<file path="src/rtl/inst_fetch_queue.sv">
// Instruction fetch queue: decouples I-cache fetch packets (1 or 2 words)
// from decode, which consumes up to two instructions per cycle in program
// order. A redirect flush empties the queue; reset clears it asynchronously.
module inst_fetch_queue #(
    parameter  int DEPTH = 8,
    localparam int PTR_W = $clog2(DEPTH)
) (
    input  logic        clk,
    input  logic        reset,
    input  logic        flush,
    input  logic        in_valid,
    output logic        in_ready,
    input  logic [31:0] in_pc,
    input  logic [63:0] in_data,
    output logic [1:0]  out_valid,
    output logic [31:0] out_pc0,
    output logic [31:0] out_inst0,
    output logic [31:0] out_pc1,
    output logic [31:0] out_inst1,
    input  logic [1:0]  deq_num
);

    localparam int CNT_W = PTR_W + 1;

    // Entry storage is deliberately left without reset; occupancy lives in
    // the pointer/count registers only.
    logic [31:0]      pc_mem_r   [DEPTH];
    logic [31:0]      inst_mem_r [DEPTH];

    logic [PTR_W-1:0] head_r;
    logic [PTR_W-1:0] tail_r;
    logic [CNT_W-1:0] count_r;

    logic [PTR_W-1:0] head_p1_s;
    logic [PTR_W-1:0] tail_p1_s;
    logic             in_ready_s;
    logic             enq_fire_s;
    logic [1:0]       enq_n_s;
    logic [1:0]       deq_clamp_s;
    logic [1:0]       eff_deq_s;
    logic [CNT_W-1:0] count_next_s;

    // Pointer increments wrap naturally because DEPTH is a power of two.
    assign head_p1_s = head_r + PTR_W'(1);
    assign tail_p1_s = tail_r + PTR_W'(1);

    // Acceptance looks only at registered occupancy, so space freed by this
    // cycle's dequeue is not reusable until the next cycle.
    assign in_ready_s = (count_r <= CNT_W'(DEPTH - 2));
    assign enq_fire_s = in_valid & in_ready_s & ~flush;

    // Packet size and dequeue clamping (3 behaves as 2, never below empty).
    always_comb begin
        enq_n_s     = 2'd0;
        deq_clamp_s = 2'd0;
        eff_deq_s   = 2'd0;
        if (enq_fire_s) begin
            enq_n_s = in_pc[2] ? 2'd1 : 2'd2;
        end else begin
            enq_n_s = 2'd0;
        end
        case (deq_num)
            2'd0:    deq_clamp_s = 2'd0;
            2'd1:    deq_clamp_s = 2'd1;
            2'd2:    deq_clamp_s = 2'd2;
            default: deq_clamp_s = 2'd2;
        endcase
        if (CNT_W'(deq_clamp_s) > count_r) begin
            eff_deq_s = count_r[1:0];
        end else begin
            eff_deq_s = deq_clamp_s;
        end
    end

    assign count_next_s = count_r + CNT_W'(enq_n_s) - CNT_W'(eff_deq_s);

    // Pointer and occupancy update; flush overrides any same-cycle traffic.
    always_ff @(posedge clk or negedge reset) begin
        if (!reset) begin
            head_r  <= {PTR_W{1'b0}};
            tail_r  <= {PTR_W{1'b0}};
            count_r <= {CNT_W{1'b0}};
        end else if (flush) begin
            head_r  <= {PTR_W{1'b0}};
            tail_r  <= {PTR_W{1'b0}};
            count_r <= {CNT_W{1'b0}};
        end else begin
            head_r  <= head_r + PTR_W'(eff_deq_s);
            tail_r  <= tail_r + PTR_W'(enq_n_s);
            count_r <= count_next_s;
        end
    end

    // Entry writes: an aligned packet fills two consecutive slots (possibly
    // straddling the last index), an odd-word packet fills one slot.
    always_ff @(posedge clk) begin
        if (enq_fire_s) begin
            if (!in_pc[2]) begin
                pc_mem_r[tail_r]      <= in_pc;
                inst_mem_r[tail_r]    <= in_data[31:0];
                pc_mem_r[tail_p1_s]   <= in_pc + 32'd4;
                inst_mem_r[tail_p1_s] <= in_data[63:32];
            end else begin
                pc_mem_r[tail_r]      <= in_pc;
                inst_mem_r[tail_r]    <= in_data[63:32];
            end
        end
    end

    assign in_ready     = in_ready_s;
    assign out_valid[0] = (count_r >= CNT_W'(1));
    assign out_valid[1] = (count_r >= CNT_W'(2));
    assign out_pc0      = pc_mem_r[head_r];
    assign out_inst0    = inst_mem_r[head_r];
    assign out_pc1      = pc_mem_r[head_p1_s];
    assign out_inst1    = inst_mem_r[head_p1_s];

endmodule

</file>
<file path="config.mk">
export PLATFORM = sky130hd
export DESIGN_NAME = inst_fetch_queue
export DESIGN_NICKNAME = d
export VERILOG_FILES = /design/src/rtl/inst_fetch_queue.sv
export SDC_FILE = /design/constraint.sdc
export NUM_CORES = 1
export LEC_CHECK = 0
export CELL_PAD_IN_SITES_DETAIL_PLACEMENT = 1
export CELL_PAD_IN_SITES_GLOBAL_PLACEMENT = 1
export CORE_MARGIN = 8
export CORE_UTILIZATION = 35
export CTS_BUF_LIST = sky130_fd_sc_hd__clkbuf_4
export CTS_CLUSTER_DIAMETER = 150
export DETAILED_ROUTE_END_ITERATION = 10
export GPL_TIMING_DRIVEN = 0
export PLACE_DENSITY_LB_ADDON = 0.1
export SYNTH_ARGS = -nofsm -noshare
export SYNTH_HDL_FRONTEND = slang
export SYNTH_SLANG_ARGS = --single-unit
</file>
<file path="constraint.sdc">
create_clock -name clk -period 14.65 [get_ports clk]
set_input_delay 2.93 -clock clk [delete_from_list [all_inputs] [get_ports clk]]
set_output_delay 2.93 -clock clk [all_outputs]
set_load 0.05 [all_outputs]
</file>
# Yosys cells after proc, flatten, opt, wreduce, memory -nomap -nowiden
# Memory sizes are Yosys's and may differ from the RTL's.
# Index checks and enable logic that the tools add are counted.
# totals
n_memories,2
out_inout_bits,131
wordCells,38
ramBits,512
in_bits,102
regBits,10
# classes
reduce_logical,1
n_mux,15
n_eq_ne,1
order_cmp,4
addsub,7
n_bitwise,5
# memory_table
memory,depth,width,read_ports,rd_ports_with_merged_regs,write_ports,line_no,text
inst_mem_r,8,32,2,0,2,28,logic [31:0] inst_mem_r [DEPTH];
pc_mem_r,8,32,2,0,2,27,logic [31:0] pc_mem_r [DEPTH];
# ops
cell,n
$mux 32,2
$add 32x3->32 const B,1
$add 3x1->3 const B,2
$add 3x2->3,2
$mux 1,6
$mux 2,3
$mux 3,2
$add 4x2->4,1
$ge 4x1->1 const B,1
$ge 4x2->1 const B,1
$gt 2x4->1,1
$le 4x3->1 const B,1
$mux 4,1
$pmux 2 s2,1
$sub 4x2->4,1
$and 1x1->1,2
$eq 2x1->1 const B,1
$logic_not 2->1,1
$or 1x1->1,2
$not 1->1,1

# Longest topological paths before layout
# Gate-level depths: netlist of the first run.
# logic_depth
depth_word,7
depth_mapped,13

# Worst setup path before layout of the first run
# OpenSTA, ideal clock, no wires.
# synth_path
path_type,in2reg
startpoint,input in_valid
endpoint,memory inst_mem_r[2][0] (enable)
path_stages,3
setup_time_ns,0.584
arrival_time_ns,8.142
slack_ns,5.924
path_cell_list,nor2b_1 > nand3_1 > o32ai_1
# synth_lines
element,line_no,text
"start, declared",11,"input logic in_valid,"
"end, declared",28,

# Final worst setup path of the first run
# layout_path
startpoint,register head_r[0]
endpoint,output out_inst1[19]
# layout_via
elab_chain_len,2
# layout_rtl
element,line_no,text
"start, declared",30,logic [PTR_W-1:0] head_r;
"start signal, assigned",80,head_r <= {PTR_W{1'b0}};
"start signal, assigned",84,head_r <= {PTR_W{1'b0}};
"start signal, assigned",88,head_r <= head_r + PTR_W'(eff_deq_s);
$add 3x1->3,44,assign head_p1_s = head_r + PTR_W'(1);
$mem_v2 8x32,n/a,
"end, declared",19,"output logic [31:0] out_inst1,"
# Every way passes these cells.

==> results of run 1 <==
per-layer routing:
metal	track usage [%]	up-vias	routed length [µm]
met2	38.8	662	53700
met1	26.2	10051	41300
met3	4.48	194	5600
met5	0	-	35
li1	-	8179	-
met4	7.48	6	2800
synthesized netlist by cell type, types with 19 or more instances:
| cell type | n | area [µm²] |
|---|---|---|
| xor2_1 | 20 | 175 |
| nand2_1 | 23 | 86.3 |
| edfxtp_1 | 512 | 15400 |
| nor4_1 | 19 | 119 |
| xnor2_1 | 100 | 876 |
| mux2_2 | 392 | 4410 |
| nand3_1 | 65 | 325 |
| clkbuf_1 | 168 | 631 |
| buf_2 | 51 | 255 |
| buf_1 | 32 | 120 |
| mux4_2 | 256 | 5770 |
| nand4_1 | 45 | 282 |
final cells by class:
| type | instances | area (µm²) |
|---|---|---|
| antenna | 3 | 7.51 |
| buffer | 261 | 1080 |
| clock buffer | 234 | 1760 |
| clock inverter | 40 | 226 |
| fill | 8369 | 47600 |
| inverter | 13 | 48.8 |
| multi-input combinational | 1023 | 12900 |
| sequential | 522 | 15600 |
| tap | 1134 | 1420 |
| timing repair buffer | 253 | 3030 |
stage by stage:
step                setup WS, ps  hold WS [ps]
floorplan                   5920           612
global placement           -1820           704
detailed placement          7460           785
CTS                         6350           802
global route                6270           816
finish                      6510           794
power by group:
| group | leakage, µW | switching [µW] | internal [µW] |
|---|---|---|---|
| Clock | 0.00118 | 669 | 761 |
| Sequential | 0.00476 | 32.9 | 1710 |
| Combinational | 0.00547 | 2340 | 1490 |
worst max path at each step:
stage	start	endpoint	cells past startpoint
final	head_r[0]$_DFF_PN0_	out_inst1[19]	7
after global routing	head_r[0]$_DFF_PN0_	out_pc0[2]	7
after CTS	head_r[0]$_DFF_PN0_	out_inst1[19]	7
after detailed placement	head_r[0]$_DFF_PN0_	out_inst1[19]	7
after global placement	in_valid	inst_mem_r[2][15]$_DFFE_PP_	4
after floorplan	in_valid	inst_mem_r[2][0]$_DFFE_PP_	3
cell usage in the layout (no fill, tap or decap), types with 7 or more instances in the layout:
| cell type | instances |
|---|---|
| edfxtp_1 | 512 |
| mux2_2 | 392 |
| mux4_2 | 256 |
| clkbuf_4 | 234 |
| clkdlybuf4s50_1 | 215 |
| clkbuf_1 | 168 |
| xnor2_1 | 100 |
| nand3_1 | 65 |
| buf_2 | 51 |
| nand4_1 | 45 |
| buf_1 | 31 |
| clkinv_1 | 27 |
| nand2_1 | 23 |
| buf_16 | 22 |
| xor2_1 | 19 |
| nor4_1 | 19 |
| ha_1 | 16 |
| nor2_1 | 15 |
| inv_1 | 12 |
| nor3_1 | 10 |
| dfrtp_1 | 10 |
| buf_12 | 8 |
| nor2b_1 | 7 |
| nand2b_1 | 7 |
| buf_8 | 7 |
flip-flops by register name, summed over array words and instances, names as in the netlist:
| name | cells |
|---|---|
| tail_r | 3 |
| count_r | 4 |
| inst_mem_r | 256 |
| pc_mem_r | 256 |
| head_r | 3 |
critical path: stages, from the launching register on:
cell	delay, ps
dfrtp_1	480
clkbuf_1	260
buf_2	410
clkbuf_1	740
clkbuf_1	900
mux4_2	420
mux2_2	330
clkdlybuf4s50_1	730
cell families (layout without fill, tap and decap cells):
kind of cell,Yosys count,count (layout),synth area share (%)
multiplexers,649,649,34.5
flip-flops,522,522,52.9
buffers and inverters,274,801,3.81
AND/OR/NAND/NOR,211,211,3.94
XOR/XNOR,120,120,3.56
AO/OA/AOI/OAI,24,24,0.483
adder cells (fa/ha/maj),19,19,0.880
other,0,3,0
==> results_dict.tcl, run 1 <==
set metrics [dict create \
    vdd_drop_max_mv 0.125 \
    routed_wl_um 103000 \
    areaGrowthSynthToFinish_pct 22.2 \
    p_leak_uw 0.0114 \
    syn-cell-area_um2 29600 \
    drtAntennaViolNets 0 \
    power.density_nw_per_um2 194 \
    via_count 19092 \
    grt_max_degree 18 \
    post-route-period-util_pct 55.6 \
    antenna_found_initial 6 \
    tns_ps 0 \
    fmax_ghz 0.123 \
    synth_edf_count 512 \
    placementRows 106 \
    status "finished, final reports clean" \
    die_area_um2 94000 \
    fin_nets 2349 \
    ys_seq_area_share_pct 52.9 \
    clockBufferDepth 3 \
    track_usage_pct 21.8 \
    holdPathEnd "tail_r[1]$_DFF_PN0_" \
    arrival_ps 5210 \
    synthFlopType "edfxtp_1" \
    fp.dieW_um 307 \
    syn_inst 1819 \
    clock_latency_ps 1000 \
    ys_seq_elements 522 \
    drt_iter0_drc 1438 \
    synth.distinct_cells 47 \
    cap_violations 0 \
    fin_util_pct 43.2 \
    drive_above_1_share_pct 43.1 \
    reg2reg_from "tail_r[0]$_DFF_PN0_" \
    h-tree-depth 4 \
    die_y_um 307 \
    gr-total-overflow 0 \
    grt_pass1_vias 21556 \
    cp_max_fo 10 \
    worstPathRequired_ps 11720 \
    grt_pass1_wl_um 149000 \
    async_flop_share_pct 1.92 \
    synth_nets 1940 \
    cts_hold_buf 0 \
    clkSinkCount 522 \
    design_area_um2 36100 \
    finalCriticalPeriod_ps 8140 \
    hp-class "reg2reg" \
    ff2ff_setup_slack_ps 10700 \
    r2r_cells 9 \
    yosysWarnings 0 \
    dp_hpwl_um 72600 \
    rsz0062_at_grt "false" \
    avgSynthCellArea_um2 16.3 \
    start_util_pct 35.3 \
    place_congestion 0.808 \
    finalHoldViolations 0 \
    cts_tree "built" \
    path_clk_slew_ps 70 \
    finalClockSkew_ps 66.9 \
    wl_per_cell_um 29.7 \
    cp-end-kind "primary output" \
    final_cells 3483 \
    place.port_buffers 215 \
    power_uw 7010 \
    drc 0 \
    routed_via_density 5.48 \
    ctsResizeCount 0 \
    postCtsSetupBuffers 0 \
    finalSetupViolCount 0 \
    cts_buffers 154 \
    post_dp_cell_area_um2 34100 \
    max_slew_margin_pct 11.7 \
    crit_type "reg2out" \
    pin_count 233 \
    placedCellCount 3206 \
    root_buffer "clkbuf_4" \
    coreArea_um2 83700 \
    slew_viol_final 0 \
    hp-start "tail_r[1]$_DFF_PN0_" \
    worst_pin_slew_ps 1320 \
    r2r_end "pc_mem_r[0][0]$_DFFE_PP_" \
    hold_depth 3 \
    cp-start-kind "flip-flop" \
    firstDrtPassIters 5 \
]
No activity file was read; power rests on OpenSTA's default activity.
==> inputs of run 2 (changes only) <==
==> constraint.sdc (replaced) <==
create_clock -name clk -period 7.6 [get_ports clk]
set_input_delay 1.52 -clock clk [delete_from_list [all_inputs] [get_ports clk]]
set_output_delay 1.52 -clock clk [all_outputs]
set_load 0.05 [all_outputs]
==> results of run 2 <==
The final DEF is identical to that of run 1. Status: finished, final reports clean.
Among the figures that moved: setup slack after placement 7460 ps -> 1820 ps; setup slack after layout 6510 ps -> 872 ps; hold slack 794 ps -> 725 ps; register-to-register setup slack 10700 ps -> 3650 ps; end point of the worst hold path tail_r[1]$_DFF_PN0_ -> pc_mem_r[3][31]$_DFFE_PP_; total power 7010 µW -> 13500 µW; worst IR drop on VDD 0.125 mV -> 0.241 mV
